File: src/rtl/env_pkg.sv
// Shared definitions for the multi-channel ADSR envelope: channel state encoding
// and the rate-to-accumulator-increment helper.
package env_pkg;

    typedef enum logic [2:0] {
        ST_IDLE    = 3'd0,
        ST_ATTACK  = 3'd1,
        ST_DECAY   = 3'd2,
        ST_SUSTAIN = 3'd3,
        ST_RELEASE = 3'd4
    } env_state_e;

    // Rate code that forces a step on every qualified cycle.
    localparam logic [3:0] RATE_FAST = 4'hF;

    // Accumulator increment is 1 << rate_exp(); rates beyond the accumulator
    // width are pinned to its top bit.
    function automatic logic [4:0] rate_exp(input logic [3:0] rate, input logic [5:0] timer_w);
        logic [4:0] exp_v;
        if ({2'b00, rate} >= timer_w) begin
            exp_v = 5'(timer_w - 6'd1);
        end else begin
            exp_v = {1'b0, rate};
        end
        return exp_v;
    endfunction

endpackage

File: src/rtl/env_adsr_ch.sv
// Single ADSR envelope channel: rate accumulator, gate/retrigger handling and a
// registered level/active output stage.
module env_adsr_ch
    import env_pkg::*;
#(
    parameter int VEL_W   = 7,
    parameter int TIMER_W = 26,
    parameter int STEP    = 8
) (
    input  logic             clk_i,
    input  logic             rst_n_i,
    input  logic             en_i,
    input  logic [3:0]       attack_i,
    input  logic [3:0]       decay_i,
    input  logic [VEL_W-1:0] sustain_i,
    input  logic [3:0]       release_rate_i,
    input  logic             note_on_i,
    input  logic             note_repeat_i,
    input  logic [6:0]       note_i,
    input  logic [VEL_W-1:0] vel_i,
    output logic [VEL_W-1:0] level_o,
    output logic             active_o
);

    localparam logic [VEL_W:0]     STEP_X  = (VEL_W + 1)'(STEP);
    localparam logic [TIMER_W-1:0] ACC_ONE = TIMER_W'(1);

    env_state_e         state_q;
    logic [VEL_W-1:0]   level_q;
    logic [VEL_W-1:0]   peak_q;
    logic [6:0]         note_q;
    logic [TIMER_W-1:0] acc_q;
    logic [VEL_W-1:0]   level_out_q;
    logic               active_out_q;

    logic [3:0]         rate_s;
    logic [TIMER_W-1:0] inc_s;
    logic [TIMER_W:0]   acc_sum_s;
    logic [TIMER_W-1:0] acc_d;
    logic               step_s;
    logic               retrig_s;
    logic [VEL_W:0]     level_x;
    logic [VEL_W:0]     peak_x;
    logic [VEL_W:0]     target_x;
    logic [VEL_W:0]     up_s;
    logic [VEL_W:0]     dec_s;
    logic [VEL_W:0]     rel_s;

    // Rate accumulator, step detection and the saturating next-level candidates.
    always_comb begin
        case (state_q)
            ST_ATTACK:  rate_s = attack_i;
            ST_DECAY:   rate_s = decay_i;
            ST_RELEASE: rate_s = release_rate_i;
            default:    rate_s = RATE_FAST;
        endcase

        inc_s     = ACC_ONE << rate_exp(rate_s, 6'(TIMER_W));
        acc_sum_s = {1'b0, acc_q} + {1'b0, inc_s};
        if (rate_s == RATE_FAST) begin
            step_s = 1'b1;
            acc_d  = '0;
        end else begin
            step_s = acc_sum_s[TIMER_W];
            acc_d  = acc_sum_s[TIMER_W-1:0];
        end

        level_x = {1'b0, level_q};
        peak_x  = {1'b0, peak_q};
        if (sustain_i < peak_q) begin
            target_x = {1'b0, sustain_i};
        end else begin
            target_x = peak_x;
        end

        // Each candidate is only consumed when its difference cannot underflow.
        if ((peak_x - level_x) > STEP_X) begin
            up_s = level_x + STEP_X;
        end else begin
            up_s = peak_x;
        end
        if ((level_x - target_x) > STEP_X) begin
            dec_s = level_x - STEP_X;
        end else begin
            dec_s = target_x;
        end
        if (level_x > STEP_X) begin
            rel_s = level_x - STEP_X;
        end else begin
            rel_s = '0;
        end

        retrig_s = note_on_i & (note_repeat_i | (note_i != note_q));
    end

    // Envelope FSM plus the output register stage that lags it by one clock.
    always_ff @(posedge clk_i or negedge rst_n_i) begin
        if (!rst_n_i) begin
            state_q      <= ST_IDLE;
            level_q      <= '0;
            peak_q       <= '0;
            note_q       <= 7'd0;
            acc_q        <= '0;
            level_out_q  <= '0;
            active_out_q <= 1'b0;
        end else begin
            level_out_q  <= level_q;
            active_out_q <= (state_q != ST_IDLE);
            if (en_i) begin
                if (state_q == ST_IDLE) begin
                    if (note_on_i) begin
                        state_q <= ST_ATTACK;
                        note_q  <= note_i;
                        peak_q  <= vel_i;
                        acc_q   <= '0;
                    end
                end else if (retrig_s) begin
                    // Level is kept so a retrigger never jumps the output.
                    state_q <= ST_ATTACK;
                    note_q  <= note_i;
                    peak_q  <= vel_i;
                    acc_q   <= '0;
                end else if (!note_on_i && (state_q != ST_RELEASE)) begin
                    state_q <= ST_RELEASE;
                    acc_q   <= '0;
                end else begin
                    case (state_q)
                        ST_ATTACK: begin
                            if (level_x >= peak_x) begin
                                state_q <= ST_DECAY;
                                acc_q   <= '0;
                            end else if (step_s) begin
                                level_q <= up_s[VEL_W-1:0];
                                if (up_s == peak_x) begin
                                    state_q <= ST_DECAY;
                                    acc_q   <= '0;
                                end else begin
                                    acc_q <= acc_d;
                                end
                            end else begin
                                acc_q <= acc_d;
                            end
                        end
                        ST_DECAY: begin
                            if (level_x <= target_x) begin
                                state_q <= ST_SUSTAIN;
                                acc_q   <= '0;
                            end else if (step_s) begin
                                level_q <= dec_s[VEL_W-1:0];
                                if (dec_s == target_x) begin
                                    state_q <= ST_SUSTAIN;
                                    acc_q   <= '0;
                                end else begin
                                    acc_q <= acc_d;
                                end
                            end else begin
                                acc_q <= acc_d;
                            end
                        end
                        ST_RELEASE: begin
                            if (level_q == '0) begin
                                state_q <= ST_IDLE;
                                acc_q   <= '0;
                            end else if (step_s) begin
                                level_q <= rel_s[VEL_W-1:0];
                                if (rel_s == '0) begin
                                    state_q <= ST_IDLE;
                                    acc_q   <= '0;
                                end else begin
                                    acc_q <= acc_d;
                                end
                            end else begin
                                acc_q <= acc_d;
                            end
                        end
                        default: begin
                            state_q <= state_q;
                        end
                    endcase
                end
            end
        end
    end

    assign level_o  = level_out_q;
    assign active_o = active_out_q;

endmodule

File: src/rtl/env_adsr_multi.sv
// Multi-channel ADSR envelope generator: one env_adsr_ch per channel, with the
// top level only slicing the packed per-channel buses.
module env_adsr_multi
    import env_pkg::*;
#(
    parameter int CHANNELS = 4,
    parameter int VEL_W    = 7,
    parameter int TIMER_W  = 26,
    parameter int STEP     = 8
) (
    input  logic                      clk,
    input  logic                      rst_n,
    input  logic                      en,
    input  logic [3:0]                attack,
    input  logic [3:0]                decay,
    input  logic [VEL_W-1:0]          sustain,
    input  logic [3:0]                release_rate,
    input  logic [CHANNELS-1:0]       note_on,
    input  logic [CHANNELS-1:0]       note_repeat,
    input  logic [7*CHANNELS-1:0]     note_start,
    input  logic [VEL_W*CHANNELS-1:0] vel_start,
    output logic [VEL_W*CHANNELS-1:0] adjusted_vel,
    output logic [CHANNELS-1:0]       active
);

    genvar g;
    generate
        for (g = 0; g < CHANNELS; g++) begin : g_ch
            env_adsr_ch #(
                .VEL_W  (VEL_W),
                .TIMER_W(TIMER_W),
                .STEP   (STEP)
            ) u_ch (
                .clk_i         (clk),
                .rst_n_i       (rst_n),
                .en_i          (en),
                .attack_i      (attack),
                .decay_i       (decay),
                .sustain_i     (sustain),
                .release_rate_i(release_rate),
                .note_on_i     (note_on[g]),
                .note_repeat_i (note_repeat[g]),
                .note_i        (note_start[7*g +: 7]),
                .vel_i         (vel_start[VEL_W*g +: VEL_W]),
                .level_o       (adjusted_vel[VEL_W*g +: VEL_W]),
                .active_o      (active[g])
            );
        end
    endgenerate

endmodule

File: config.mk
export PLATFORM = sky130hd
export DESIGN_NAME = env_adsr_multi
export DESIGN_NICKNAME = d
export VERILOG_FILES = /design/src/rtl/env_pkg.sv /design/src/rtl/env_adsr_ch.sv /design/src/rtl/env_adsr_multi.sv
export SDC_FILE = /design/constraint.sdc
export NUM_CORES = 1
export LEC_CHECK = 0
export ABC_CLOCK_PERIOD_IN_PS = 10800
export CORE_UTILIZATION = 60
export CTS_CLUSTER_DIAMETER = 120
export DETAILED_ROUTE_END_ITERATION = 16
export GPL_TIMING_DRIVEN = 0
export HOLD_SLACK_MARGIN = 0.1
export PLACE_DENSITY = 0.8
export SYNTH_ARGS = -nofsm -noshare
export SYNTH_HDL_FRONTEND = slang
export SYNTH_SLANG_ARGS = --single-unit
File: constraint.sdc
create_clock -name clk -period 10.8 [get_ports clk]
set_input_delay 1.08 -clock clk [delete_from_list [all_inputs] [get_ports clk]]
set_output_delay 1.08 -clock clk [all_outputs]
set_load 0.1 [all_outputs]
# [Yosys cells after proc, flatten, opt, wreduce, memory -nomap -nowiden]
# Cells that the tools add are included.
[word_totals] ff_bits=232
[op_classes] add_sub_neg=20 order_cmp=24 eq_ne=84 shifts=4 muxes=192 bitwise_logic=20 n_reduce_logical=52
[op_table] cell="2-to-1 mux 26 bit" n=56
[op_table] cell="2-to-1 mux 7 bit" n=52
[op_table] cell="one-hot mux 26 bit (3 select lines)" n=4
[op_table] cell="2-to-1 mux 3 bit" n=52
[op_table] cell="inequality test 6 x 1 -> 1 bit (second input constant)" n=24
[op_table] cell="adder 26 x 26 -> 27 bit" n=4
[op_table] cell="left shift 1 x 4 -> 26 bit (first input constant)" n=4
[op_table] cell="2-to-1 mux 8 bit" n=12
[op_table] cell="one-hot mux 7 bit (3 select lines)" n=4
[op_table] cell="equality test 8 x 7 -> 1 bit" n=8
[op_table] cell="> comparator 8 x 4 -> 1 bit (second input constant)" n=8
[op_table] cell="subtractor 7 x 7 -> 8 bit" n=8
[op_table] cell="one-hot mux 4 bit (3 select lines)" n=4
[op_table] cell="AND reduction 11 bit" n=4
[op_table] cell="one-hot mux 3 bit (3 select lines)" n=4
[op_table] cell="AND reduction 9 bit" n=4
[op_table] cell="adder 7 x 4 -> 8 bit (second input constant)" n=4
[op_table] cell="logical NOT 8 bit" n=4
[op_table] cell="inequality test 2 bit (second input constant)" n=16
[op_table] cell="subtractor 7 x 4 -> 8 bit (second input constant)" n=4
[op_table] cell=">= comparator 7 bit" n=4
[op_table] cell="> comparator 7 x 4 -> 1 bit (second input constant)" n=4
[op_table] cell="less-or-equal comparator 7 bit" n=4
[op_table] cell="logical NOT 7 bit" n=4
[op_table] cell="other kinds (19)" n=100

# [Logic depth before layout (Yosys ltp)]
[logic_depth] word_depth=13 mapped_depth=23 ltp_nobuf=20

# [By module]
# A second synthesis with hierarchy kept.
[hier_totals] cells_unflattened=2538 area_unflattened_um2=21031.4
[modules_own_cells] module="env_adsr_ch (g_ch[0].u_ch ...)" n_inst=2 cells_per_inst=643 area_per_inst_um2=5226.3 seq_area_each_um2=1451.4
[modules_own_cells] module="env_adsr_ch (g_ch[2].u_ch)" n_inst=1 cells_per_inst=647 area_per_inst_um2=5382.7 seq_area_each_um2=1451.4
[modules_own_cells] module="env_adsr_ch (g_ch[3].u_ch)" n_inst=1 cells_per_inst=605 area_per_inst_um2=5196.2 seq_area_each_um2=1451.4

# [Least setup slack after synthesis]
# Ideal clock, no wire load.
[synth_path] path_type="in2reg" start="in sustain[4]" end="reg g_ch[3].u_ch.acc_q[23]" setup_ns=0.082 arrival_time_ns=5.003 required_time_ns=10.718 setup_slack_ns=5.714 path_stages=20 path_buffers=1 path_cell_list="ha_1 a21o_1 and2_1 a2111oi_2 nor2_1 mux2i_1 inv_1 ha_1 fa_1 nor2b_1 o21ai_0 a21oi_1 o21ai_0 a211oi_1 inv_1 a2111oi_1 nor2_1 buf_2 o21ba_2 o22ai_1"
[synth_between] elab_chain_cells=13 word_cells_on_any_way=14
[synth_rtl] item="start, declared" line_no="env_adsr_multi.sv:16" rtl="input logic [VEL_W-1:0] sustain,"
[synth_rtl] item="< comparator 7 bit" line_no="env_adsr_ch.sv:70" rtl="if (sustain_i < peak_q) begin"
[synth_rtl] item="2-to-1 mux 7 bit *" line_no="env_adsr_ch.sv:70"
[synth_rtl] item="subtractor 7 x 7 -> 8 bit" line_no="env_adsr_ch.sv:82" rtl="if ((level_x - target_x) > STEP_X) begin"
[synth_rtl] item="> comparator 8 x 4 -> 1 bit" line_no="env_adsr_ch.sv:82"
[synth_rtl] item="2-to-1 mux 8 bit" line_no="env_adsr_ch.sv:82"
[synth_rtl] item="equality test 8 x 7 -> 1 bit" line_no="env_adsr_ch.sv:150" rtl="if (dec_s == target_x) begin"
[synth_rtl] item="2-to-1 mux 26 bit" line_no="env_adsr_ch.sv:150"
[synth_rtl] item="2-to-1 mux 26 bit" line_no="env_adsr_ch.sv:148" rtl="end else if (step_s) begin"
[synth_rtl] item="2-to-1 mux 26 bit *" line_no="env_adsr_ch.sv:145" rtl="if (level_x <= target_x) begin"
[synth_rtl] item="one-hot mux 26 bit (3 select lines) *" line_no="env_adsr_ch.sv:127" rtl="case (state_q)"
[synth_rtl] item="2-to-1 mux 26 bit *" line_no="env_adsr_ch.sv:123" rtl="end else if (!note_on_i && (state_q != ST_RELEASE)) begin"
[synth_rtl] item="2-to-1 mux 26 bit *" line_no="env_adsr_ch.sv:117" rtl="end else if (retrig_s) begin"
[synth_rtl] item="2-to-1 mux 26 bit *" line_no="env_adsr_ch.sv:110" rtl="if (state_q == ST_IDLE) begin"
[synth_rtl] item="end signal, assigned" line_no="env_adsr_ch.sv:122" rtl="acc_q <= '0;"
[synth_rtl] item="end signal, assigned" line_no="env_adsr_ch.sv:125" rtl="acc_q <= '0;"
[synth_rtl] item="end signal, assigned" line_no="env_adsr_ch.sv:131" rtl="acc_q <= '0;"
[synth_rtl] item="end, declared" line_no="env_adsr_ch.sv:32" rtl="logic [TIMER_W-1:0] acc_q;"
# Mark *: on every way between the ends. The rest lies on a longest branch, timed or not.
# A chain may end at the register's enable or synchronous reset.

# [Worst setup path after layout]
[layout_path] start="in sustain[5]" end="reg g_ch[3].u_ch.acc_q[20]"
# Same word-level chain as after synthesis.

==> impl_metrics.xml <==
<?xml version="1.0" encoding="UTF-8"?>
<metrics>
  <group name="run_status">
    <metric name="outcome" unit="">completed</metric>
  </group>
  <group name="timing">
    <metric name="fmax" unit="MHz">156.3</metric>
    <metric name="setup_violations" unit="">0</metric>
    <metric name="timing.setup.tns" unit="ns">0</metric>
    <metric name="finalClockSkew" unit="ns">0.02810</metric>
    <metric name="final_critical_path_time_including_i_o_delays_and_setup" unit="ns">6.399</metric>
    <metric name="final-max-slew-violation-count" unit="">0</metric>
    <metric name="worst_slew_pin_slew" unit="ns">1.065</metric>
    <metric name="grt_setup_unrepaired" unit="">false</metric>
    <metric name="finalCritPeriodShare" unit="%">59.25</metric>
    <metric name="final-hold-violation-count" unit="">0</metric>
    <metric name="relSlewSlack" unit="%">28.49</metric>
  </group>
  <group name="die">
    <metric name="chipWidth" unit="um">186.1</metric>
    <metric name="floorplan.die_area" unit="um2">34630</metric>
    <metric name="die-height" unit="um">186.1</metric>
    <metric name="core_region_area" unit="um2">33450</metric>
    <metric name="io_pins" unit="">118</metric>
    <metric name="initial_utilization" unit="%">60.79</metric>
    <metric name="placement_rows" unit="">67</metric>
  </group>
  <group name="global_routing">
    <metric name="grt_start_max_net_pins" unit="">116</metric>
    <metric name="first_global_vias" unit="">19140</metric>
    <metric name="grt_overflow" unit="">0</metric>
    <metric name="global_route.usage.total" unit="%">35.69</metric>
    <metric name="global_route_wire_length_before_repair" unit="um">97850</metric>
    <metric name="grt_antenna_before_repair" unit="">0</metric>
  </group>
  <group name="finish">
    <metric name="layout-drive-gt1-share" unit="%">6.028</metric>
    <metric name="areaGrowthSynthToFinish" unit="%">13.71</metric>
    <metric name="final_non_filler_cell_area" unit="um2">23120</metric>
    <metric name="nets" unit="">2900</metric>
    <metric name="instances_no_fill" unit="">3121</metric>
    <metric name="fillers" unit="">2761</metric>
  </group>
  <group name="clock_tree">
    <metric name="cts-htree-levels" unit="">1</metric>
    <metric name="post_cts_resized" unit="">0</metric>
    <metric name="numClockSinks" unit="">232</metric>
    <metric name="clock_root_buffer" unit="">sky130_fd_sc_hd__clkbuf_16</metric>
    <metric name="cts_post_setup_buffers_inserted" unit="">0</metric>
    <metric name="worstSkewPairLatency" unit="ns">0.60</metric>
    <metric name="cts.path.max_buffers" unit="">3</metric>
    <metric name="tritoncts" unit="">done</metric>
    <metric name="cts_buffer_count" unit="">28</metric>
    <metric name="holdBufCountCts" unit="">0</metric>
    <metric name="cts.reportedPaths.clkPinSlew" unit="ns">0.06</metric>
  </group>
  <group name="route">
    <metric name="detail_route.wl_per_cell" unit="um">19.94</metric>
    <metric name="number_of_drc_violations_after_detailed_routing_iteration_0" unit="">1366</metric>
    <metric name="drc_errors" unit="">0</metric>
    <metric name="drt-total-wl" unit="um">62220</metric>
    <metric name="drt_antenna_net_count" unit="">0</metric>
    <metric name="drt-vias-per-instance" unit="">6.418</metric>
    <metric name="route.vias.total" unit="">20030</metric>
    <metric name="drt_pass1_iterations" unit="">7</metric>
  </group>
  <group name="synthesis">
    <metric name="mean_cell_area_of_the_mapped_netlist" unit="um2">8.121</metric>
    <metric name="ys_seq_area_share" unit="%">28.55</metric>
    <metric name="synth_enable_flop_cells" unit="">0</metric>
    <metric name="ys.warnings.count" unit="">0</metric>
    <metric name="synth.most_common_cell" unit="">sky130_fd_sc_hd__nand2_1</metric>
    <metric name="netlist_instances" unit="">2504</metric>
    <metric name="ys_seq_elements" unit="">232</metric>
    <metric name="synth_fp_nets" unit="">2754</metric>
    <metric name="ys_types" unit="">99</metric>
    <metric name="mappedNetlistArea" unit="um2">20330</metric>
    <metric name="dominant_cells_by_area_after_synthesis" unit="">sky130_fd_sc_hd__dfrtp_1, sky130_fd_sc_hd__ha_1, sky130_fd_sc_hd__nand2_1, sky130_fd_sc_hd__o21ai_0, sky130_fd_sc_hd__a21oi_1</metric>
    <metric name="synth-async-reset-ratio" unit="%">100.0</metric>
    <metric name="ys.flop_type" unit="">sky130_fd_sc_hd__dfrtp_1</metric>
    <metric name="yosys-top-cells-count" unit="">sky130_fd_sc_hd__nand2_1, sky130_fd_sc_hd__dfrtp_1, sky130_fd_sc_hd__nor2_1</metric>
    <metric name="synth.top_cell.area_share" unit="%">28.55</metric>
    <metric name="yosysTopAreaCell" unit="">sky130_fd_sc_hd__dfrtp_1</metric>
  </group>
  <group name="placement">
    <metric name="place.port_buffers" unit="">114</metric>
    <metric name="post_dp_hpwl" unit="um">46680</metric>
    <metric name="dpl-instance-area" unit="um2">22100</metric>
    <metric name="gp_congestion" unit="">1.008</metric>
    <metric name="dpl.cell_count" unit="">3068</metric>
  </group>
  <group name="setup_path">
    <metric name="rr_worst_depth" unit="">20</metric>
    <metric name="worstPathBufferInverterCount" unit="">5</metric>
    <metric name="cpMaxStageDelayCell" unit="">sky130_fd_sc_hd__clkdlybuf4s50_1</metric>
    <metric name="timing.critical_path.fanout_max" unit="">10</metric>
    <metric name="timing.critical_path.mode_cell" unit="">sky130_fd_sc_hd__inv_1</metric>
    <metric name="path_class" unit="">in2reg</metric>
    <metric name="cp_data_required_time" unit="ns">11.30</metric>
    <metric name="rr_startpoint" unit="">g_ch[3].u_ch.peak_q[4]$_DFFE_PN0P_</metric>
    <metric name="worstSetupStartpointType" unit="">input port</metric>
    <metric name="reg_to_reg_critical_path_endpoint" unit="">g_ch[3].u_ch.acc_q[20]$_DFFE_PN0P_</metric>
    <metric name="worstPathArrival" unit="ns">6.90</metric>
    <metric name="cp-end-kind" unit="">register</metric>
    <metric name="crit_path_largest_cell_delay" unit="ns">0.72</metric>
    <metric name="crit_chain" unit="">clkdlybuf4s50_1 -&gt; ha_1 -&gt; nand3_1 -&gt; inv_1 -&gt; a2111oi_2 -&gt; nor2_1 -&gt; mux2i_1 -&gt; inv_1 -&gt; ha_1 -&gt; fa_1 -&gt; nor2b_1 -&gt; o21ai_0 -&gt; a21oi_1 -&gt; o21ai_0 -&gt; a211oi_1 -&gt; inv_1 -&gt; a2111oi_1 -&gt; nor2_1 -&gt; clkbuf_1 -&gt; o31ai_1</metric>
    <metric name="r2r_setup_slack" unit="ns">4.94</metric>
    <metric name="critPathTopFamily" unit="">compound AO/OA/AOI/OAI gates</metric>
  </group>
  <group name="pwr">
    <metric name="power.density_cell_area" unit="nW/um2">219.3</metric>
    <metric name="irDropWorstVdd" unit="mV">0.1521</metric>
    <metric name="power.leakage" unit="nW">9.894</metric>
    <metric name="total_power" unit="W">0.005070</metric>
  </group>
  <group name="worst_hold_path">
    <metric name="worst_hold_path_type" unit="">in2async</metric>
  </group>
  <group name="flow_run">
    <metric name="max_cap_viol_count" unit="">0</metric>
  </group>
</metrics>
-- worst max path at each step --
stage                          start                                 end  slack, ns  cells after the start
after floorplan           sustain[4]  g_ch[3].u_ch.acc_q[23]$_DFFE_PN0P_       5.71                     20
after global placement         rst_n   g_ch[0].u_ch.acc_q[9]$_DFFE_PN0P_      -1.34                      1
after detailed placement  sustain[5]  g_ch[3].u_ch.acc_q[20]$_DFFE_PN0P_       3.93                     20
after CTS                 sustain[5]  g_ch[3].u_ch.acc_q[20]$_DFFE_PN0P_       4.52                     20
after global routing      sustain[5]  g_ch[3].u_ch.acc_q[14]$_DFFE_PN0P_       4.10                     20
final                     sustain[5]  g_ch[3].u_ch.acc_q[20]$_DFFE_PN0P_       4.40                     20
-- cell usage in the layout (no fill, tap or decap), types with 53 or more instances in the layout --
| master | Yosys | layout |
|---|---|---|
| sky130_fd_sc_hd__a21oi_1 | 159 | 159 |
| sky130_fd_sc_hd__clkbuf_1 | 73 | 74 |
| sky130_fd_sc_hd__clkdlybuf4s50_1 | 0 | 113 |
| sky130_fd_sc_hd__dfrtp_1 | 232 | 232 |
| sky130_fd_sc_hd__ha_1 | 152 | 152 |
| sky130_fd_sc_hd__inv_1 | 139 | 139 |
| sky130_fd_sc_hd__nand2_1 | 284 | 284 |
| sky130_fd_sc_hd__nand3_1 | 65 | 65 |
| sky130_fd_sc_hd__nor2_1 | 196 | 196 |
| sky130_fd_sc_hd__nor3_1 | 68 | 68 |
| sky130_fd_sc_hd__o21ai_0 | 187 | 187 |
| sky130_fd_sc_hd__xnor2_1 | 89 | 89 |
| sky130_fd_sc_hd__xor2_1 | 53 | 53 |
-- flip-flops by register name, indices dropped and copies added (netlist names) --
signal and count:
g_ch.u_ch.acc_q 104, g_ch.u_ch.level_o 28, g_ch.u_ch.level_q 28, g_ch.u_ch.note_q 28
g_ch.u_ch.peak_q 28, g_ch.u_ch.state_q 12, g_ch.u_ch.active_o 4
-- power breakdown --
part           switching [W]  total (W)  internal [W]
combinational        0.00184    0.00287       0.00103
clock               0.000421    0.00106      0.000639
sequential          0.000144    0.00114      0.000992
-- routing by layer --
layer  up-vias  track usage (%)  part of all wire [%]
met5         -                0                     0
met4         0            16.62                   4.6
met3       193            5.694                   7.7
met2       828            59.88                    46
met1      9558            44.83                    42
li1       9451                -                     -
-- area by class of cell --
cell class | count | area, um2 | share of cell area [%]
multi-input cells | 2034 | 13570 | 58.69
flip-flops and latches | 232 | 5806 | 25.11
repair buffers | 116 | 1201 | 5.195
clock buffers | 32 | 745.7 | 3.225
well taps | 448 | 560.5 | 2.424
inverters | 140 | 525.5 | 2.273
plain buffers | 98 | 434.2 | 1.878
clock inverters | 19 | 275.3 | 1.190
diodes | 2 | 5.005 | 0.02164
-- worst reg2reg max path: stages, from the launching register on --
cell	delay (ns)
sky130_fd_sc_hd__dfrtp_1	0.48
sky130_fd_sc_hd__inv_1	0.17
sky130_fd_sc_hd__ha_1	0.33
sky130_fd_sc_hd__a21o_1	0.20
sky130_fd_sc_hd__and2_1	0.19
sky130_fd_sc_hd__a2111oi_2	0.52
sky130_fd_sc_hd__nor2_1	0.17
sky130_fd_sc_hd__mux2i_1	0.30
sky130_fd_sc_hd__inv_1	0.12
sky130_fd_sc_hd__ha_1	0.23
sky130_fd_sc_hd__fa_1	0.45
sky130_fd_sc_hd__nor2b_1	0.23
sky130_fd_sc_hd__o21ai_0	0.12
sky130_fd_sc_hd__a21oi_1	0.19
sky130_fd_sc_hd__o21ai_0	0.10
sky130_fd_sc_hd__a211oi_1	0.69
sky130_fd_sc_hd__inv_1	0.16
sky130_fd_sc_hd__a2111oi_1	0.39
sky130_fd_sc_hd__nor2_1	0.17
sky130_fd_sc_hd__clkbuf_1	0.29
sky130_fd_sc_hd__o31ai_1	0.29
-- kinds of logic (layout without fill, tap and decap cells) --
logic type	count (synthesis)	in the layout	synth area share, %
compound gates	790	790	25.87
xor+xnor	143	143	6.196
fa+ha+maj	166	166	10.63
buf+inv	238	405	4.719
flops	232	232	28.55
mux	70	70	3.673
other cells	0	2	0
simple gates	865	865	20.36
-- per-stage QoR --
stage	hold WS (ns)	setup slack [ns]	utilization [%]
final	0.2730	4.401	69.13
after global routing	0.2602	4.097	69.11
after CTS	0.2557	4.516	69.11
after detailed placement	0.3929	3.934	66.06
after global placement	0.3862	-1.343	65.88
after floorplan	0.3749	5.714	-
(Power assumes the default switching activity.)
